<file path="src/rtl/instr_fetch_if.sv">
// rtl/instr_fetch_if.sv - ROM, redirect and decoder handshake bundle for instr_fetch
// Interrupt signals exist only when INSTR_FETCH_INTR_EN is defined.
interface instr_fetch_if #(
  parameter int ADDR_W = 8,
  parameter int DATA_W = 8
);
  logic [ADDR_W-1:0] imem_addr;
  logic [DATA_W-1:0] imem_data;
  logic              jump_en;
  logic [ADDR_W-1:0] jump_addr;
  logic              halt;
  logic [DATA_W-1:0] instr_out;
  logic [ADDR_W-1:0] pc_out;
  logic              instr_valid;
  logic              instr_ready;
  logic [15:0]       fetch_count;
`ifdef INSTR_FETCH_INTR_EN
  logic              intr_req;
  logic              reti;
  logic              intr_ack;
  logic [ADDR_W-1:0] epc;

  modport master (
    output imem_addr,
    input  imem_data,
    input  jump_en,
    input  jump_addr,
    input  halt,
    output instr_out,
    output pc_out,
    output instr_valid,
    input  instr_ready,
    output fetch_count,
    input  intr_req,
    input  reti,
    output intr_ack,
    output epc
  );

  modport slave (
    input  imem_addr,
    output imem_data,
    output jump_en,
    output jump_addr,
    output halt,
    input  instr_out,
    input  pc_out,
    input  instr_valid,
    output instr_ready,
    input  fetch_count,
    output intr_req,
    output reti,
    input  intr_ack,
    input  epc
  );
`else
  modport master (
    output imem_addr,
    input  imem_data,
    input  jump_en,
    input  jump_addr,
    input  halt,
    output instr_out,
    output pc_out,
    output instr_valid,
    input  instr_ready,
    output fetch_count
  );

  modport slave (
    input  imem_addr,
    output imem_data,
    output jump_en,
    output jump_addr,
    output halt,
    input  instr_out,
    input  pc_out,
    input  instr_valid,
    output instr_ready,
    input  fetch_count
  );
`endif
endinterface

</file>
<file path="src/rtl/instr_fetch.sv">
// rtl/instr_fetch.sv - fetch stage: PC, ROM addressing, IR with valid/ready output
// Optional interrupt vector redirect enabled by defining INSTR_FETCH_INTR_EN.
module instr_fetch #(
  parameter int              ADDR_W   = 8,
  parameter int              DATA_W   = 8,
  parameter logic [ADDR_W-1:0] RESET_PC = '0,
  parameter logic [ADDR_W-1:0] INTR_VEC = ADDR_W'('h80)
) (
  input  logic       clock,
  input  logic       reset,
  instr_fetch_if.master bus
);

  logic [ADDR_W-1:0] pc;
  logic [ADDR_W-1:0] fetch_addr;
  logic [DATA_W-1:0] ir;
  logic [ADDR_W-1:0] ir_pc;
  logic              valid;
  logic [15:0]       count;
  logic              seq_load;
  logic              load;

  // Sequential fetch happens whenever the IR is empty or is being consumed.
  assign seq_load = !bus.halt && (!valid || bus.instr_ready);

`ifdef INSTR_FETCH_INTR_EN
  logic              ie;
  logic              ack;
  logic [ADDR_W-1:0] epc;
  logic              take_reti;
  logic              take_intr;

  always_comb begin
    take_reti = bus.reti && !bus.jump_en;
    take_intr = bus.intr_req && ie && !bus.jump_en && !bus.reti && seq_load;
  end

  always_comb begin
    fetch_addr = pc;
    load       = bus.jump_en || take_reti || seq_load;
    if (bus.jump_en)
      fetch_addr = bus.jump_addr;
    else if (take_reti)
      fetch_addr = epc;
    else if (take_intr)
      fetch_addr = INTR_VEC;
  end

  always_ff @(posedge clock) begin
    if (reset) begin
      ie  <= 1'b1;
      epc <= '0;
      ack <= 1'b0;
    end else begin
      ack <= take_intr;
      if (take_intr) begin
        epc <= pc;
        ie  <= 1'b0;
      end else if (take_reti) begin
        ie  <= 1'b1;
      end
    end
  end

  assign bus.intr_ack = ack;
  assign bus.epc      = epc;
`else
  always_comb begin
    fetch_addr = bus.jump_en ? bus.jump_addr : pc;
    load       = bus.jump_en || seq_load;
  end

  // The vector only matters with interrupts; keep it referenced.
  wire unused_intr_vec = ^INTR_VEC;
`endif

  always_ff @(posedge clock) begin
    if (reset) begin
      pc    <= RESET_PC;
      ir    <= '0;
      ir_pc <= '0;
      valid <= 1'b0;
      count <= '0;
    end else if (load) begin
      pc    <= fetch_addr + ADDR_W'(1);
      ir    <= bus.imem_data;
      ir_pc <= fetch_addr;
      valid <= 1'b1;
      if (count != 16'hffff)
        count <= count + 16'd1;
    end else if (bus.halt && valid && bus.instr_ready) begin
      valid <= 1'b0;
    end
  end

  assign bus.imem_addr   = fetch_addr;
  assign bus.instr_out   = ir;
  assign bus.pc_out      = ir_pc;
  assign bus.instr_valid = valid;
  assign bus.fetch_count = count;

endmodule

</file>
<file path="src/flat_wrapper.sv">
// flat-port wrapper written by rule: the top's interface ports become plain ports
module instr_fetch_flat 
#(
  parameter int              ADDR_W   = 8,
  parameter int              DATA_W   = 8,
  parameter logic [ADDR_W-1:0] RESET_PC = '0,
  parameter logic [ADDR_W-1:0] INTR_VEC = ADDR_W'('h80)
)
  (clock, reset, bus_imem_addr, bus_imem_data, bus_jump_en, bus_jump_addr, bus_halt, bus_instr_out, bus_pc_out, bus_instr_valid, bus_instr_ready, bus_fetch_count);
  instr_fetch_if #(.ADDR_W(ADDR_W), .DATA_W(DATA_W)) bus_i ();
  input  logic clock;
  input  logic reset;
  output wire logic [$bits(bus_i.imem_addr)-1:0] bus_imem_addr;
  input wire logic [$bits(bus_i.imem_data)-1:0] bus_imem_data;
  input wire logic [$bits(bus_i.jump_en)-1:0] bus_jump_en;
  input wire logic [$bits(bus_i.jump_addr)-1:0] bus_jump_addr;
  input wire logic [$bits(bus_i.halt)-1:0] bus_halt;
  output wire logic [$bits(bus_i.instr_out)-1:0] bus_instr_out;
  output wire logic [$bits(bus_i.pc_out)-1:0] bus_pc_out;
  output wire logic [$bits(bus_i.instr_valid)-1:0] bus_instr_valid;
  input wire logic [$bits(bus_i.instr_ready)-1:0] bus_instr_ready;
  output wire logic [$bits(bus_i.fetch_count)-1:0] bus_fetch_count;
  assign bus_imem_addr = bus_i.imem_addr;
  assign bus_i.imem_data = bus_imem_data;
  assign bus_i.jump_en = bus_jump_en;
  assign bus_i.jump_addr = bus_jump_addr;
  assign bus_i.halt = bus_halt;
  assign bus_instr_out = bus_i.instr_out;
  assign bus_pc_out = bus_i.pc_out;
  assign bus_instr_valid = bus_i.instr_valid;
  assign bus_i.instr_ready = bus_instr_ready;
  assign bus_fetch_count = bus_i.fetch_count;
  instr_fetch #(.ADDR_W(ADDR_W), .DATA_W(DATA_W), .RESET_PC(RESET_PC), .INTR_VEC(INTR_VEC)) u_core (.clock(clock), .reset(reset), .bus(bus_i));
endmodule
</file>
<file path="config.mk">
export PLATFORM = sky130hd
export DESIGN_NAME = instr_fetch_flat
export DESIGN_NICKNAME = d
export VERILOG_FILES = /design/src/rtl/instr_fetch_if.sv /design/src/rtl/instr_fetch.sv /design/src/flat_wrapper.sv
export SDC_FILE = /design/constraint.sdc
export NUM_CORES = 1
export LEC_CHECK = 0
export CAP_MARGIN = 40
export CORE_UTILIZATION = 52
export CTS_BUF_LIST = sky130_fd_sc_hd__clkbuf_8
export CTS_CLUSTER_DIAMETER = 30
export DETAILED_ROUTE_END_ITERATION = 8
export PLACE_DENSITY = 0.95
export SKIP_LAST_GASP = 1
export SLEW_MARGIN = 20
export SYNTH_ARGS = -nofsm -noshare
export SYNTH_HDL_FRONTEND = slang
export SYNTH_SLANG_ARGS = --single-unit
export TNS_END_PERCENT = 1
</file>
<file path="constraint.sdc">
create_clock -name clock -period 2.82 [get_ports clock]
set_input_delay 0.564 -clock clock [delete_from_list [all_inputs] [get_ports clock]]
set_output_delay 0.564 -clock clock [all_outputs]
set_load 0.01 [all_outputs]
</file>
# Yosys cells after proc, flatten, opt, wreduce, memory -nomap -nowiden
# Index checks and enable logic that the tools add are counted.
# W data, S select, Z words.
op_classes:
  addsub: 2
  eq_ne: 1
  mux: 3
  reduce_logical: 9
op_table:
  columns: ["op", "n"]
  rows:
  - ["$add A16 B1 Y16 const B", 1]
  - ["$ne A16 B16 Y1 const B", 1]
  - ["$add A8 B1 Y8 const B", 1]
  - ["$mux W8", 1]
  - ["$logic_and A1 B1 Y1", 3]
  - ["$logic_not A1 Y1", 2]
  - ["$logic_or A1 B1 Y1", 2]
  - ["$mux W1", 2]
  - ["$reduce_and A2 Y1", 1]
  - ["$reduce_bool A2 Y1", 1]
word_totals:
  ff_bits: 41
  in_bits: 21
  output_inout_bits: 41

# Depth between registers and ports, before layout
# Gate-level depths: netlist of the first run.
logic_depth:
  ltp_word: 5
  depth_mapped: 8
  depth_no_buf: 5

# Least setup slack after synthesis of the first run
# Ideal clock, no wire load.
synth_timing:
  path_type: "input -> register"
  from: "input bus_jump_en"
  to: "register u_core.pc[6]"
  setup_time_ns: 0.086
  arrival_ns: 1.950
  t_required_ns: 2.734
  setup_slack_ns: 0.784
  cell_stages: 7
  path_cell_list: "buf_2 > buf_2 > mux2_2 > ha_1 > o2111ai_1 > xor2_1 > a211oi_1"
synth_via:
  elab_chain_cells: 2
  elab_cells_between_ends: 3
synth_lines:
  columns: ["element", "line_no", "rtl"]
  rows:
  - ["from (decl)", "flat_wrapper.sv:15", "input wire logic [$bits(bus_i.jump_en)-1:0] bus_jump_en;"]
  - ["$mux W8", "instr_fetch.sv:69", "fetch_addr = bus.jump_en ? bus.jump_addr : pc;"]
  - ["net bus_imem_addr[0]", "flat_wrapper.sv:13", "output wire logic [$bits(bus_i.imem_addr)-1:0] bus_imem_addr;"]
  - ["$add A8 B1 Y8", "instr_fetch.sv:85", "pc <= fetch_addr + ADDR_W'(1);"]
  - ["to (signal assigned)", "instr_fetch.sv:85", null]
  - ["to (decl)", "instr_fetch.sv:14", "logic [ADDR_W-1:0] pc;"]
# The timed path passes the listed nets, and every way through them passes these cells.
# A chain may end at the register's enable or synchronous reset.

# Final worst setup path of the first run
layout_timing:
  from: "input bus_jump_en"
  to: "output bus_imem_addr[5]"
layout_via:
  elab_chain_cells: 1
layout_lines:
  columns: ["element", "line_no"]
  rows:
  - ["$mux W8", "instr_fetch.sv:69"]
  - ["to (decl)", "flat_wrapper.sv:13"]
# Every way passes these cells.

==> summary.txt, run 1 <==
Clock Tree Buf Depth: 2
Max H-tree Level: 2
fmax: 372 MHz
initial antenna violation count: 0
main area contributors after synthesis: dfxtp_1, mux2_2, nand2_1
Setup Crit Path Kind: input pin to primary output
DIE WIDTH: 64.5 um
CTS Buf Count: 5
Worst Hold Class: flip-flop to flip-flop
Post-synth EDFFs: 0
clock sinks: 41
Seq/Total Area, Yosys: 0.404
min Tclk post-route: 2.69 ns
leakage dissipation: 1.07 nW
I/O Pins: 62
Yosys top cell by area: dfxtp_1
endpoints failing setup: 0
ys async rst share: 0
Cell Pwr Density: 470 nW/um2
GPL Wtd Cong: 0.874
clk_skew: 0.00500 ns
Critical Path AT: 2.13 ns
Worst-Skew Late Latency: 0.29 ns
post-synthesis xor/xnor area fraction: 0.0216
Least-Margin Pin Slew: 0.598 ns
share of layout cells above drive strength 1: 0.119
ANT cells: 0
Compound-Gate Fraction of Synth Area: 0.125
final-report hold violation count: 0
IO buf count: 61
adder-cell share of the synthesized area: 0.0123
post-placement cell area: 2720 um2
largest net degree at the start of global routing: 25
clk slew on worst S/H paths: 0.07 ns
RSZ-0062 raised after global routing: false
Tot Pwr: 0.00133 W
Via-to-Cell Ratio: 5.81
Post-Syn Area per Cell: 8.47 um2
Yosys top cell area share: 0.404
Final Util: 0.760
Post-Synth Simple-Gate Area: 0.309
Worst Path Required: 2.26 ns
DR pass1 iterations: 4
multiplexer area fraction after synthesis: 0.0844
gr usage total: 0.262
status: finished, final reports clean
maximum net fanout on the critical path: 17
max-slew violation count: 0
filler cell count: 282
area grow syn2layout: 39.0%
vias in the first global route: 1923
Primary FF master, synth: dfxtp_1
max-cap violations: 0
period utilisation layout: 0.954
Hold Buf Count CTS: 0
first-pass GRT wire length: 8.48 mm
design area: 2820 um2
Routed WL per cell: 14.7 um
Cells after Synth: 240
Slew HR: 0.600
Synth cell types: 44
Synth top cells by count: dfxtp_1, nand2_1, nor2_1
CTS tree: yes
crit start category: input pin
Vert. Die Dim: 64.5 um
fin nets: 326
1st-iter DRT viols: 209
Row Count: 22
cell with the most instances after synthesis: dfxtp_1
DRC errors left: 0
peak supply drop: 365 uV
vias: 2039
starting density of the core: 0.547
setup repair bufs after CTS: 0
Post-Syn Nets: 263
Seq cells post-synth: 41
CORE AREA: 3720 um2
post-DP HPWL: 3.77 mm
CTS resizes: 0
CTS root buf: clkbuf_8
largest family of logic cells by synthesized area: simple AND/OR/NAND/NOR gates
Setup crit end kind: primary output
post-route ant nets: 0
gr ovfl total: 0
final setup TNS: 0 ns
final WL: 5.17 mm
Netlist Area Pre-Place: 2030 um2
YS warnings: 0
die area: 4160 um2
## worst paths after layout
check | slack, ns | cells after the start | from | to
hold reg to reg | 0.46 | 2 | u_core.bus.instr_out[3] | u_core.bus.instr_out[3]
hold / removal | 0.46 | 2 | u_core.bus.instr_out[3] | u_core.bus.instr_out[3]
setup / recovery | 0.13 | 4 | bus_jump_en | bus_imem_addr[5]
setup reg to reg | 0.93 | 6 | u_core.bus.fetch_count[0] | u_core.bus.fetch_count[9]
## cells in the final DEF (no fill, tap or decap), drive strengths merged, types with 2 or more instances in the layout
| cell | n |
|---|---|
| nand3 | 5 |
| o21ai | 7 |
| ha | 2 |
| clkbuf | 5 |
| nand2b | 3 |
| and3 | 5 |
| o31ai | 6 |
| buf | 10 |
| xnor2 | 2 |
| nand2 | 29 |
| clkdlybuf4s50 | 61 |
| mux2 | 14 |
| inv | 4 |
| a211oi | 3 |
| xor2 | 3 |
| nand3b | 6 |
| nor2b | 8 |
| nor2 | 25 |
| dfxtp | 41 |
| nand4 | 7 |
| or4 | 7 |
| nor4 | 8 |
| a21oi | 19 |
| nor3 | 7 |
| nand4b | 2 |
## report_power, final
part / internal (W) / total [W] / leakage (nW) / switching [W]
logic: 0.000130 / 0.000245 / 0.678 / 0.000115
registers: 0.000611 / 0.000634 / 0.336 / 0.0000230
clock network: 0.000257 / 0.000449 / 0.0540 / 0.000192
total: 0.000998 / 0.00133 / 1.07 / 0.000330
## per-layer routing
metal / vias up / part of all wire / track usage
li1: 991 / - / -
met1: 955 / 0.39 / 0.299
met2: 75 / 0.52 / 0.466
met3: 18 / 0.055 / 0.0423
met4: 0 / 0.027 / 0.133
met5: - / 0 / 0
## worst max-delay path: stages
cell and delay [ns]:
clkdlybuf4s50_1 0.51, buf_12 0.16, mux2_2 0.39, clkdlybuf4s50_1 0.50
## registers in the layout, indices dropped and copies added, names as in the netlist
register	count
u_core.bus.fetch_count	16
u_core.bus.instr_out	8
u_core.bus.instr_valid	1
u_core.bus.pc_out	8
u_core.pc	8
## area by class of cell
class	count	area (um2)	share of cell area
clock buffer	5	68.8	0.0244
timing repair buffer	71	698	0.247
tap	48	60.1	0.0213
sequential	41	821	0.291
inverter	4	15.0	0.00532
multi-input combinational	180	1130	0.399
clock inverter	2	35.0	0.0124
## cells by family (layout without fill, tap and decap cells)
logic type,after synthesis,after routing
buffers and inverters,19,82
flip-flops,41,41
AO/OA/AOI/OAI,42,42
multiplexers,15,15
AND/OR/NAND/NOR,116,116
adder cells (fa/ha/maj),2,2
XOR/XNOR,5,5
## per-stage QoR
step / setup WS (ns) / cells / hold slack, ns
global route: 0.115 / 351 / 0.501
detailed placement: 0.139 / 344 / 0.445
global placement: 0.157 / 344 / 0.439
floorplan: 0.784 / 240 / 0.443
finish: 0.130 / 351 / 0.456
CTS: 0.133 / 351 / 0.456
Note: power is estimated with default switching activity, not from simulation.
==> inputs of run 2 (changes only) <==
CTS_CLUSTER_SIZE = 24   (was not set)
==> results of run 2 <==
Same layout as run 1: the final DEF is identical, and so are final timing and power.
